**src/rtl/dec3x8_pulse.sv**
```systemverilog
// dec3x8_pulse: 3-to-8 decoder that turns each accepted code into a one-hot
// pulse held for PULSE_LEN cycles, followed by a one-cycle DONE gap.
// Dropping E while the pulse is being driven aborts it without a DONE.

module dec3x8_pulse #(
    parameter int PULSE_LEN = 4
) (
    input  logic       clk,
    input  logic       rst,
    input  logic       E,
    input  logic [2:0] X,
    input  logic       XV,
    output logic       XR,
    output logic [7:0] Y,
    output logic       YV,
    output logic       DONE
);

    typedef enum logic [1:0] {
        IDLE  = 2'd0,
        DRIVE = 2'd1,
        GAP   = 2'd2
    } state_t;

    // The counter holds the number of further DRIVE cycles after the current one.
    localparam logic [7:0] LOAD = 8'(PULSE_LEN - 1);

    state_t     state;
    logic [7:0] count;

    // Ready only when idle and enabled.
    assign XR = (state == IDLE) && E;

    // Pulse sequencer: accept, hold for PULSE_LEN cycles, then one DONE cycle.
    always_ff @(posedge clk) begin
        if (rst) begin
            state <= IDLE;
            count <= 8'd0;
            Y     <= 8'h00;
            YV    <= 1'b0;
            DONE  <= 1'b0;
        end else begin
            case (state)
                IDLE: begin
                    DONE <= 1'b0;
                    if (XV && XR) begin
                        Y     <= 8'b1 << X;
                        YV    <= 1'b1;
                        count <= LOAD;
                        state <= DRIVE;
                    end
                end
                DRIVE: begin
                    if (!E) begin
                        // Abort takes priority over normal completion.
                        Y     <= 8'h00;
                        YV    <= 1'b0;
                        DONE  <= 1'b0;
                        count <= 8'd0;
                        state <= IDLE;
                    end else if (count != 8'd0) begin
                        count <= count - 8'd1;
                    end else begin
                        Y     <= 8'h00;
                        YV    <= 1'b0;
                        DONE  <= 1'b1;
                        state <= GAP;
                    end
                end
                GAP: begin
                    // The gap completes regardless of E.
                    DONE  <= 1'b0;
                    state <= IDLE;
                end
                default: begin
                    Y     <= 8'h00;
                    YV    <= 1'b0;
                    DONE  <= 1'b0;
                    count <= 8'd0;
                    state <= IDLE;
                end
            endcase
        end
    end

endmodule

```
**config.mk**
```make
export PLATFORM = sky130hd
export DESIGN_NAME = dec3x8_pulse
export DESIGN_NICKNAME = d
export VERILOG_FILES = /design/src/rtl/dec3x8_pulse.sv
export SDC_FILE = /design/constraint.sdc
export NUM_CORES = 1
export LEC_CHECK = 0
export BUFFER_PORTS_ARGS = -buffer_cell sky130_fd_sc_hd__buf_2
export CORE_ASPECT_RATIO = 0.75
export CORE_UTILIZATION = 39
export DETAILED_ROUTE_END_ITERATION = 8
export GPL_ROUTABILITY_DRIVEN = 0
export HOLD_SLACK_MARGIN = 0.1
export SETUP_SLACK_MARGIN = 0.15
export SLEW_MARGIN = 10
export SYNTH_ARGS = -nofsm -noshare
export SYNTH_HDL_FRONTEND = slang
export SYNTH_SLANG_ARGS = --single-unit
```
**constraint.sdc**
```tcl
create_clock -name clk -period 2.05 [get_ports clk]
set_input_delay 0.41 -clock clk [delete_from_list [all_inputs] [get_ports clk]]
set_output_delay 0.41 -clock clk [all_outputs]
set_load 0.05 [all_outputs]
```
==> flow_metrics.env <==
export IMPL_crit_family="simple AND/OR/NAND/NOR gates"
export IMPL_combinationalPowerShare_pct=24.5
export IMPL_max_vdd_ir_drop_uv=301
export IMPL_leakage_nw=0.470
export IMPL_async_flop_share_pct=0
export IMPL_ys_warn_count=0
export IMPL_overflow=0
export IMPL_clockPowerShare_pct=26.4
export IMPL_min_period_over_period_pct=90.1
export IMPL_rrSetupSlack_ps=200
export IMPL_status="completed"
export IMPL_core_um2=2330
export IMPL_cts_tree="yes"
export IMPL_cpPeakStageDelay_ps=480
export IMPL_max_clock_freq_ghz=0.541
export IMPL_crit_path_end_kind="register"
export IMPL_cts_sinks=20
export IMPL_ant_nets=0
export IMPL_area_delta_synth_final_pct=20.3
export IMPL_synth_edf_count=0
export IMPL_grt_first_pass_wirelength_um=3380
export IMPL_final_common_cell="dfxtp_1"
export IMPL_ios=18
export IMPL_worstHoldPathType="primary input to register"
export IMPL_rsz0062_at_grt="no"
export IMPL_start_util_pct=41.6
export IMPL_drv_cap=0
export IMPL_grt_total_usage_pct=16.9
export IMPL_drt_first_pass_iters=4
export IMPL_die_width_um=59.5
export IMPL_drive_above_1_share_pct=31.3
export IMPL_slew_headroom_pct=63.9
export IMPL_dieArea_um2=2680
export IMPL_mostFrequentLayoutCells="19 x dfxtp_1, 17 x buf_2, 8 x nor2_1, 8 x a21oi_1, 7 x nand2_1"
export IMPL_critPathLaunchType="register"
export IMPL_required_ps=2260
export IMPL_slew_violations=0
export IMPL_p_per_area_nw_per_um2=757
export IMPL_clk_pin_slew_worst_paths_ps=110
export IMPL_hold_viol=0
export IMPL_placementRows=15
export IMPL_die_h_um=45.1
export IMPL_path_max_fanout=5
export IMPL_synth_seq_cells=20
export IMPL_n_antenna_cell=0
export IMPL_cts_buffers=3
export IMPL_crit_slowest_cell="or4_4"
export IMPL_post_drt_wl_per_cell_um=13.2
export IMPL_antenna_found_initial=0
export IMPL_syn_inst=106
export IMPL_port_buffers=17
export IMPL_fin_util_pct=50.0
export IMPL_crit_arrival_ps=2050
export IMPL_critPathBufInv=1
export IMPL_clockRootBuffer="clkbuf_4"
export IMPL_grt_pass1_vias=714
export IMPL_finalSetupTns_ps=0
export IMPL_yosysSeqAreaShare_pct=41.4
export IMPL_power_frac_seq_pct=49.1
export IMPL_tightest_slew_ps=540
export IMPL_dp_hpwl_um=1590
export IMPL_vias_per_cell=5.32
export IMPL_wl_um=2130
export IMPL_p_switching_mw=0.270
export IMPL_num_vias=862
export IMPL_htree_levels=1
export IMPL_clk_latency_ps=300
export IMPL_cts_resized_gates=0
export IMPL_path_class="register to register"
export IMPL_skew_ps=1.75
export IMPL_setup_violations=0
export IMPL_synth_ff_type="dfxtp_1"
export IMPL_intPower_mw=0.611
export IMPL_grt_max_degree=14
export IMPL_switching_share_pct=30.6
export IMPL_synth_cell_types=38
export IMPL_nNetsFinal=137
export IMPL_syn_area_um2=967
export IMPL_path_cells="inv_1, ha_2, nor3b_2, and3_4, or4_4, mux2_4"
export IMPL_clockBufferDepth=2
export IMPL_fin_crit_ps=1850
export IMPL_cts_setup_buffers=0
export IMPL_drc=0
export IMPL_avgSynthCellArea_um2=9.12
export IMPL_postCtsHoldBufs=0
export IMPL_syn_nets=114
export IMPL_drt_iter0_markers=39
## layout make-up
| cell class | count | area [um^2] |
|---|---|---|
| multi-input cells | 78 | 549 |
| clock buffers | 4 | 36.3 |
| well taps | 34 | 42.5 |
| flip-flops and latches | 20 | 402 |
| repair buffers | 21 | 115 |
| inverters | 5 | 18.8 |
| fillers | 238 | 1160 |
## path summary, 6_finish.rpt
kind              endpoint  cells after the start     start
setup / recovery  count[5]                      6  count[0]
hold / removal        Y[4]                      2      X[2]
setup reg to reg  count[5]                      6  count[0]
hold reg to reg       Y[2]                      1      Y[2]
## per-layer routing
layer	share of wire, %	vias to the layer above	global-route usage, %
met5	0	-	0
met4	0.23	0	1.86
met3	5.1	2	5.73
met2	41	17	21.8
met1	54	402	27.0
li1	-	441	-
## cells by family (layout without fill, tap and decap cells)
logic type / count (synthesis) / in the layout / synth area share (%)
flops: 20 / 20 / 41.4
fa+ha+maj: 1 / 1 / 1.29
compound gates: 30 / 30 / 21.6
mux: 2 / 2 / 2.59
simple gates: 45 / 45 / 29.2
buf+inv: 8 / 30 / 3.88
## power by group through the flow
stage / Clock (mW) / Sequential [mW] / Combinational, mW
finish: 0.232 / 0.433 / 0.216
floorplan: 0 / 0.449 / 0.137
global placement: 0 / 0.439 / 0.206
global route: 0.255 / 0.436 / 0.240
CTS: 0.238 / 0.431 / 0.208
detailed placement: 0 / 0.439 / 0.207
## flip-flops by register name, summed over array words and instances (netlist names)
signal  flops
DONE        1
Y           8
YV          1
count       8
state       2
## stage by stage
stage	worst slack (ps)	cell area (um^2)	std cells	hold slack, ps	total power, mW
6_report	202	1160	162	390	0.881
5_1_grt	134	1160	162	398	0.931
4_1_cts	160	1150	162	386	0.876
3_5_place_dp	184	1110	158	443	0.647
3_3_place_gp	201	1110	158	442	0.644
2_1_floorplan	241	972	106	452	0.587
## Yosys cell counts (2+ instances only)
library cell | instances | area share [%]
dfxtp_1 | 20 | 41
a21oi_1 | 9 | 4.7
nor2_1 | 8 | 3.1
nand2_1 | 7 | 2.7
o2bb2ai_1 | 6 | 5.4
inv_1 | 5 | 1.9
nand2b_1 | 5 | 3.2
or4_1 | 5 | 3.9
o21ai_0 | 4 | 2.1
nor3_1 | 3 | 1.6
nor3b_1 | 3 | 2.3
clkbuf_1 | 2 | 0.78
nand3_1 | 2 | 1.0
nand3b_1 | 2 | 1.6
o31ai_1 | 2 | 1.6
No activity file was read; power rests on OpenSTA's default activity.
